[src/rtl/booth_csa_seq_mult.sv]
// Sequential signed multiplier: radix-4 Booth digits folded into a carry-save
// accumulator, one digit per cycle, with a single carry-propagate add at the end.
module booth_csa_seq_mult #(
    parameter int WIDTH = 16
) (
    input  logic                 clk,
    input  logic                 rst,
    input  logic                 start,
    input  logic [WIDTH-1:0]     a,
    input  logic [WIDTH-1:0]     b,
    output logic                 ready,
    output logic                 busy,
    output logic                 done,
    output logic [2*WIDTH-1:0]   product
);

    localparam int PW = 2 * WIDTH;
    localparam int ND = WIDTH / 2;
    localparam int CW = (ND > 1) ? $clog2(ND) : 1;
    localparam logic [CW-1:0] I_LAST = CW'(ND - 1);
    localparam logic [CW-1:0] I_ONE  = CW'(1);
    localparam logic [PW-1:0] PP_ONE = PW'(1);

    typedef enum logic [1:0] {
        ST_IDLE    = 2'd0,
        ST_ITER    = 2'd1,
        ST_RESOLVE = 2'd2
    } state_t;

    state_t            state_r;
    state_t            state_nxt_s;
    logic [WIDTH-1:0]  a_r;
    logic [WIDTH-1:0]  b_r;
    logic [PW-1:0]     sum_r;
    logic [PW-1:0]     carry_r;
    logic [PW-1:0]     product_r;
    logic              done_r;
    logic [CW-1:0]     i_r;
    logic [WIDTH:0]    b_ext_s;
    logic [2:0]        trip_tab_s [ND];
    logic [2:0]        trip_s;
    logic [CW:0]       shamt_s;
    logic [PW-1:0]     pp_s;

    // Bitwise majority: the carry output of a row of full adders.
    function automatic logic [PW-1:0] csa_maj(
        input logic [PW-1:0] x,
        input logic [PW-1:0] y,
        input logic [PW-1:0] z
    );
        return (x & y) | (x & z) | (y & z);
    endfunction

    // Unshifted partial product for one Booth triplet, exact two's complement.
    function automatic logic [PW-1:0] booth_pp(
        input logic [WIDTH-1:0] mcand,
        input logic [2:0]       trip
    );
        logic [PW-1:0] ax;
        logic [PW-1:0] mag;
        logic          neg;
        ax  = {{WIDTH{mcand[WIDTH-1]}}, mcand};
        mag = '0;
        neg = 1'b0;
        case (trip)
            3'b001, 3'b010: mag = ax;
            3'b011:         mag = ax << 1'b1;
            3'b100: begin
                mag = ax << 1'b1;
                neg = 1'b1;
            end
            3'b101, 3'b110: begin
                mag = ax;
                neg = 1'b1;
            end
            default:        mag = '0;
        endcase
        if (neg) begin
            return (~mag) + PP_ONE;
        end else begin
            return mag;
        end
    endfunction

    // Multiplier with the implicit b[-1]=0 appended below bit 0.
    assign b_ext_s = {b_r, 1'b0};

    for (genvar k = 0; k < ND; k++) begin : g_trip
        assign trip_tab_s[k] = b_ext_s[2*k +: 3];
    end

    // Select the current Booth triplet and form the aligned partial product.
    always_comb begin
        trip_s  = trip_tab_s[i_r];
        shamt_s = {i_r, 1'b0};
        pp_s    = booth_pp(a_r, trip_s) << shamt_s;
    end

    // Next-state decode.
    always_comb begin
        state_nxt_s = state_r;
        case (state_r)
            ST_IDLE: begin
                if (start) begin
                    state_nxt_s = ST_ITER;
                end else begin
                    state_nxt_s = ST_IDLE;
                end
            end
            ST_ITER: begin
                if (i_r == I_LAST) begin
                    state_nxt_s = ST_RESOLVE;
                end else begin
                    state_nxt_s = ST_ITER;
                end
            end
            ST_RESOLVE: state_nxt_s = ST_IDLE;
            default:    state_nxt_s = ST_IDLE;
        endcase
    end

    // State register.
    always_ff @(posedge clk) begin
        if (rst) begin
            state_r <= ST_IDLE;
        end else begin
            state_r <= state_nxt_s;
        end
    end

    // Operand capture, carry-save accumulation, final resolve and done pulse.
    always_ff @(posedge clk) begin
        if (rst) begin
            a_r       <= '0;
            b_r       <= '0;
            sum_r     <= '0;
            carry_r   <= '0;
            i_r       <= '0;
            product_r <= '0;
            done_r    <= 1'b0;
        end else begin
            done_r <= (state_r == ST_RESOLVE);
            case (state_r)
                ST_IDLE: begin
                    if (start) begin
                        a_r     <= a;
                        b_r     <= b;
                        sum_r   <= '0;
                        carry_r <= '0;
                        i_r     <= '0;
                    end
                end
                ST_ITER: begin
                    // Carry out of the top bit is discarded: everything is mod 2^PW.
                    sum_r   <= sum_r ^ carry_r ^ pp_s;
                    carry_r <= csa_maj(sum_r, carry_r, pp_s) << 1'b1;
                    i_r     <= i_r + I_ONE;
                end
                ST_RESOLVE: begin
                    product_r <= sum_r + carry_r;
                end
                default: begin
                    product_r <= product_r;
                end
            endcase
        end
    end

    assign ready   = (state_r == ST_IDLE);
    assign busy    = (state_r == ST_ITER) || (state_r == ST_RESOLVE);
    assign done    = done_r;
    assign product = product_r;

endmodule

[config.mk]
export PLATFORM = sky130hd
export DESIGN_NAME = booth_csa_seq_mult
export DESIGN_NICKNAME = d
export VERILOG_FILES = /design/src/rtl/booth_csa_seq_mult.sv
export SDC_FILE = /design/constraint.sdc
export NUM_CORES = 1
export LEC_CHECK = 0
export ABC_AREA = 0
export CORE_ASPECT_RATIO = 1.2
export CORE_MARGIN = 8
export CORE_UTILIZATION = 40
export CTS_BUF_LIST = sky130_fd_sc_hd__clkbuf_8
export CTS_CLUSTER_SIZE = 20
export DETAILED_ROUTE_END_ITERATION = 12
export SYNTH_ARGS = -nofsm -noshare
export SYNTH_HDL_FRONTEND = slang
export SYNTH_SLANG_ARGS = --single-unit
[constraint.sdc]
create_clock -name clk -period 4.9 [get_ports clk]
set_clock_uncertainty 0.1 [all_clocks]
set_input_delay 0.49 -clock clk [delete_from_list [all_inputs] [get_ports clk]]
set_output_delay 0.49 -clock clk [all_outputs]
set_load 0.01 [all_outputs]
==> metrics.yaml, run 1 <==
sta:
  fin_crit_ps: 4620
  rsz0062_at_grt: "yes"
  setup_violations: 0
  worst_hold_slack_ps: 355.9
  fin_ws_ps: 279.6
  slew_headroom: 0.3016
  hold_viol: 0
  worstMarginPinSlew_ps: 1048
  slew_violations: 0
  final.setup.tns_ps: 0
  fmax_ghz: 0.2164
  timing.final.crit_share: 0.9429
yosys:
  ys_seq_area_frac: 0.2995
  yosys.area.top_type_share: 0.2995
  syn_inst: 1132
  synth_cell_type_count: 64
  synth_edf_count: 0
  ys_ff_latch: 133
  syn_avg_cell_area_sq_um: 7.852
  synth_nets: 1239
  syn-cell-area_sq_mm: 0.008889
  synth_warnings: 0
  synth-async-reset-ratio: 0
  synth_area_leader_cell: "dfxtp_1"
  synth_top_flop_cell: "dfxtp_1"
  synth_area_leaders: "dfxtp_1 30%, a21oi_1 8.0%, fa_1 7.0%"
floorplan:
  start_util: 0.4082
  die_area_sq_mm: 0.02727
  io_pins: 70
  die_y_um: 179.3
  floorplan.rows: 59
  core_sq_mm: 0.02178
  die_x_um: 152.1
worst_setup_path:
  crit_start: "i_r[0]"
  cpLargestDelayFamily: "multiplexers"
  path_class: "reg2reg"
  crit_slowest_cell: "mux4_2"
  cp_max_fo: 6
  critical_path_arrival_ps: 4900
  max_stage_delay_ps: 500
  path_buf_inv: 2
  path_cells: "mux4_2 -> nand2_1 -> o21a_1 -> inv_1 -> ha_1 -> mux2_2 -> a22oi_2 -> ha_2 -> nand2_1 -> a211oi_2 -> buf_4 -> nand3_4 -> a21o_1 -> and3b_1 -> a21oi_2 -> mux2i_1 -> mux2i_1 -> fa_1 -> nor3_1 -> a21oi_1 -> nor2_1"
  cp-end-kind: "flop"
  crit_required_ps: 5180
  r2r-start: "i_r[0]"
  worst_setup_path_start_kind: "flop"
clocking:
  path_clk_slew_ps: 70
  cts_made_buffers: 17
  insertion_delay_ps: 460
  htree_levels: 4
  cts-root-buf: "clkbuf_8"
  cts_sinks: 133
  clock_path_buffers: 2
  cts_tree: "yes"
  postCtsHoldBufs: 0
placement:
  hpwl_um: 16450
  gp_congestion: 0.8460
  dp_cells: 1434
  io_buffer_count: 69
  place_area_sq_mm: 0.009912
  pre_cts_ws_ps: -31.02
finish:
  syn_to_final_growth_pct: 17.88
  layout.cells.non_filler: 1472
  final_util: 0.4811
  final_cell_mix: "141 x a21oi_1, 138 x nand2_1, 131 x dfxtp_1, 117 x nor2_1, 74 x inv_1"
  drive_gt1_frac: 0.09933
  final_common_cell: "a21oi_1"
  antenna_cells: 0
  design_area_sq_mm: 0.01048
  fin_nets: 1292
drt:
  routedWlPerCell_um: 15.56
  vias: 7843
  ant_nets: 0
  drt_iter0_drc: 340
  drc: 0
  via_per_inst: 5.328
  detail_route.first_pass.iterations: 5
  drt-total-wl_um: 22900
power:
  ir_worst_vdd_mv: 0.1566
  cellLeakagePower_nw: 3.814
  finalPower_mw: 2.525
  pwr_density_cell_mw_per_mm2: 241.0
global_routing:
  antenna_found_initial: 0
  gr-total-overflow: 0
  grt_pass1_wl_um: 38630
  gr-usage-all-layers: 0.1709
  grt_pass1_vias: 7719
  grt_max_degree: 89
worst_hold_path:
  min_path_type: "reg2reg"
  min_from: "b_r[2]"
status:
  run_status: "finished clean"
flow_run:
  cap_violations: 0
worst register-to-register path: stages, from the launching register on:
cell      delay [ps]
dfxtp_4          390
mux4_2           500
nand2_1           80
o21a_1           170
inv_1             70
ha_1             220
mux2_2           300
a22oi_2          200
ha_2             220
nand2_1           60
a211oi_2         180
buf_4            180
nand3_4          120
a21o_1           200
and3b_1          180
a21oi_2          180
mux2i_1          160
mux2i_1          270
fa_1             460
nor3_1           170
a21oi_1           60
nor2_1           100
path summary, 6_finish.rpt:
path                                  end  slack (ps)  depth (start not counted)
worst min-delay path               b_r[2]         360                          2
worst max register to register  sum_r[20]         280                         21
worst min register to register     b_r[2]         360                          2
worst max-delay path            sum_r[20]         280                         21
kinds of logic after synthesis:
family | after synthesis | synth area share
and+or+nand+nor | 400 | 0.1979
AOI/OAI and AO/OA | 290 | 0.2016
buffers and inverters | 144 | 0.06208
DFF | 133 | 0.2995
adders and majority gates | 72 | 0.1275
muxes | 56 | 0.07489
xor gates and xnor gates | 37 | 0.03646
area by class of cell:
class	count	area (sq um)
Timing Repair Buffer	104	975.9
Tap cell	274	342.8
Clock buffer	17	234.0
Sequential cell	133	2668
Fill cell	2177	11300
Multi-Input combinational cell	855	5788
Inverter	74	277.8
Clock inverter	15	191.4
flip-flops by register name, summed over array words and instances, names as in the netlist:
register,flops
product,32
sum_r,32
carry_r,31
a_r,16
b_r,16
i_r,3
state_r,2
done,1
per-layer routing:
layer,global-route usage,vias up,share of wire
li1,-,4011,-
met1,0.2090,3708,0.47
met2,0.3037,106,0.49
met3,0.03014,18,0.031
met4,0.04921,0,0.013
met5,0,-,0
cell usage after synthesis, drive strengths merged, types with 5 or more instances:
library cell / count
nand4: 5
o211ai: 6
nand3: 21
nand2b: 17
dfxtp: 133
or2: 7
nor2: 117
a22o: 6
xnor2: 21
nand2: 138
a21oi: 142
a21o: 24
nor3: 71
o21ai: 38
mux2: 14
o31ai: 5
xor2: 16
mux4: 6
clkbuf: 51
mux2i: 36
a211oi: 8
a22oi: 9
o22ai: 5
nor2b: 5
fa: 31
a221oi: 5
inv: 71
ha: 41
and2: 6
o21a: 13
buf: 19
power by group:
part | switching, mW | internal (mW) | total, mW | leakage [nW]
clock | 0.461 | 0.548 | 1.01 | 0.208
sequential | 0.0233 | 1.10 | 1.12 | 1.08
combinational | 0.237 | 0.155 | 0.392 | 2.53
total | 0.721 | 1.80 | 2.52 | 3.81
repair_timing:
| action | in CTS | in global routing |
|---|---|---|
| setup endpoints to repair | 4 | 34 |
| hold endpoints to repair | 0 | 0 |
| setup buffers | 0 | 6 |
| pin swaps | 0 | 7 |
| resized for setup | 2 | 24 |
Power figures use the tool's default switching activity.
==> inputs of run 2 (changes only) <==
--- a/config.mk
+++ b/config.mk
@@ -8,7 +8,7 @@
 export ABC_AREA = 0
 export CORE_ASPECT_RATIO = 1.2
 export CORE_MARGIN = 8
-export CORE_UTILIZATION = 40
+export CORE_UTILIZATION = 30
 export CTS_BUF_LIST = sky130_fd_sc_hd__clkbuf_8
 export CTS_CLUSTER_SIZE = 20
 export DETAILED_ROUTE_END_ITERATION = 12
==> metrics.yaml, run 2 (synthesis results as in run 1) <==
global_routing:
  antenna_found_initial: 0  # unchanged
  grt_max_degree: 81  # -9.0%
  grt_pass1_wl_um: 38810  # +0.45%
  gr-usage-all-layers: 0.1331  # -0.03785
  grt_pass1_vias: 7739  # +0.26%
  gr-total-overflow: 0  # unchanged
sta:
  setup_violations: 0  # unchanged
  hold_viol: 0  # unchanged
  fin_crit_ps: 4640  # +19.87 ps
  final.setup.tns_ps: 0  # unchanged
  slew_violations: 0  # unchanged
  slew_headroom: 0.2913  # -0.01029
  timing.final.crit_share: 0.9470  # +0.004055
  worstMarginPinSlew_ps: 1063  # +15.44 ps
  rsz0062_at_grt: "yes"
  fmax_ghz: 0.2155  # -0.43%
floorplan:
  die_x_um: 173.1  # +14%
  start_util: 0.3028  # -0.1053
  core_sq_mm: 0.02935  # +35%
  io_pins: 70  # unchanged
  die_area_sq_mm: 0.03541  # +30%
  die_y_um: 204.6  # +14%
  floorplan.rows: 69  # +17%
finish:
  final_common_cell: "a21oi_1"
  syn_to_final_growth_pct: 18.30
  n_fill_cell: 3107  # +43%
  fin_nets: 1290  # -0.15%
  layout.cells.non_filler: 1585  # +7.7%
  drive_gt1_frac: 0.09038  # -0.008956
  design_area_sq_mm: 0.01052  # +0.36%
  final_cell_mix: "142 x a21oi_1, 138 x nand2_1, 132 x dfxtp_1, 117 x nor2_1, 74 x inv_1"
  antenna_cells: 0  # unchanged
  final_util: 0.3582  # -0.1229
clocking:
  cts_sinks: 133  # unchanged
  cts_made_buffers: 17  # unchanged
  path_clk_slew_ps: 80  # about the same
  cts_setup_buffers: 0  # unchanged
  insertion_delay_ps: 470  # about the same
  cts-root-buf: "clkbuf_8"
  cts_tree: "yes"
  htree_levels: 4  # unchanged
  clock_path_buffers: 2  # unchanged
drt:
  drt_iter0_drc: 409  # +20%
  vias: 7838  # -0.064%
  ant_nets: 0  # unchanged
  drc: 0  # unchanged
  drt-total-wl_um: 23360  # +2.0%
  routedWlPerCell_um: 14.74  # -5.3%
  detail_route.first_pass.iterations: 6  # +1
  via_per_inst: 4.945  # -7.2%
worst_setup_path:
  worst_setup_path_start_kind: "flop"
  path_cells: "mux4_2 -> nand2_1 -> o21a_1 -> inv_1 -> ha_1 -> mux2_2 -> a22oi_2 -> ha_1 -> nand2_1 -> a211oi_2 -> buf_4 -> nand3_2 -> a21o_1 -> and3b_1 -> a21oi_1 -> mux2i_1 -> mux2i_1 -> fa_1 -> nor3_1 -> a21oi_1 -> nor2_1"
  cp_max_fo: 6  # unchanged
  critical_path_arrival_ps: 4960  # +60 ps
  max_stage_delay_ps: 490  # about the same
  cp-end-kind: "flop"
  crit_slowest_cell: "mux4_2"
  crit_required_ps: 5220  # +40 ps
  path_class: "reg2reg"
flow_run:
  cap_violations: 0  # unchanged
power:
  pwr-share-comb: 0.156  # about the same
  p_int_mw: 1.747  # -3.1%
  cellLeakagePower_nw: 3.793  # -0.55%
  p_switching_uw: 710.9  # -1.4%
  ir_worst_vdd_mv: 0.1378  # -12%
  pwr_density_cell_mw_per_mm2: 233.8  # -3.0%
  swShare: 0.2892  # +0.003509
  p_clk_frac: 0.387  # -0.013
  power_frac_seq: 0.458  # +0.013
placement:
  io_buffer_count: 69  # unchanged
  gp_congestion: 0.8784  # +3.8%
  hpwl_um: 17140  # +4.2%
  place_area_sq_mm: 0.01007  # +1.6%
  dp_cells: 1554  # +8.4%
worst_hold_path:
  min_path_type: "in2reg"
status:
  run_status: "finished clean"
[run 2: cell types whose count changed in the layout (fill, tap and decap cells not counted), sizes merged]
cell | previous run | this run
clkbuf | 17 | 21
clkinv | 6 | 5
buf | 36 | 34
bufinv | 4 | 2
clkinvlp | 5 | 3
[run 2: per-stage QoR]
stage | hold slack [ps] | total power [mW] | setup WS (ps)
CTS | 324.4 | 2.491 | 9.279
global placement | 351.9 | 1.524 | 64.35
global route | 347.8 | 2.579 | -6.410
detailed placement | 347.0 | 1.527 | -74.61
floorplan | 333.1 | 1.403 | 5.885
finish | 352.4 | 2.458 | 259.8
[run 2: area by class of cell]
type                            instances  area, sq um  area share
Sequential cell                       133         2666      0.2536
Timing Repair Buffer                  102        952.2     0.09055
Tap cell                              390        488.0     0.04641
Inverter                               74        277.8     0.02642
Clock inverter                         10        107.6     0.01023
Clock buffer                           21        289.0     0.02749
Multi-Input combinational cell        855         5734      0.5453
[run 2: timing repair]
action | CTS | global route
gates cloned | 0 | 0
pin swaps | 0 | 3
hold buffers | 0 | 0
gates resized for setup | 1 | 11
setup endpoints to repair | 1 | 38
[run 2: final timing paths]
kind | from | end | slack, ps | cells past startpoint
setup / recovery | i_r[0] | sum_r[12] | 260 | 21
hold / removal | rst | sum_r[2] | 350 | 2
setup reg to reg | i_r[0] | sum_r[12] | 260 | 21
hold reg to reg | b_r[12] | b_r[12] | 350 | 2
[run 2: power groups by stage]
stage                     registers [mW]  clock network, mW  logic, mW
after floorplan                     1.14                  0      0.265
after global placement              1.15                  0      0.375
after detailed placement            1.15                  0      0.377
after CTS                           1.12              0.986      0.380
after global routing                1.13               1.03      0.425
final                               1.12              0.951      0.382
[run 2: routing by layer]
metal / up-vias / wire (um) / track usage
met5: - / 0 / 0
met4: 0 / 413 / 0.04965
met3: 23 / 868 / 0.03079
met2: 112 / 11140 / 0.2242
met1: 3705 / 10940 / 0.1637
li1: 3998 / - / -
[run 2: critical path, delay by kind of cell, from the launching register on]
kind | cells | cell delay, ps
muxes | 4 | 1240
AOI/OAI and AO/OA | 6 | 1000
adders and majority gates | 3 | 860
and+or+nand+nor | 6 | 750
DFF | 1 | 390
buffers and inverters | 2 | 230
==> inputs of run 3 (changes only) <==
--- a/config.mk
+++ b/config.mk
@@ -6,6 +6,7 @@
 export NUM_CORES = 1
 export LEC_CHECK = 0
 export ABC_AREA = 0
+export ABC_CLOCK_PERIOD_IN_PS = 4900
 export CORE_ASPECT_RATIO = 1.2
 export CORE_MARGIN = 8
 export CORE_UTILIZATION = 30
==> results of run 3 <==
The final DEF is identical to that of run 2; final timing and power are the same.
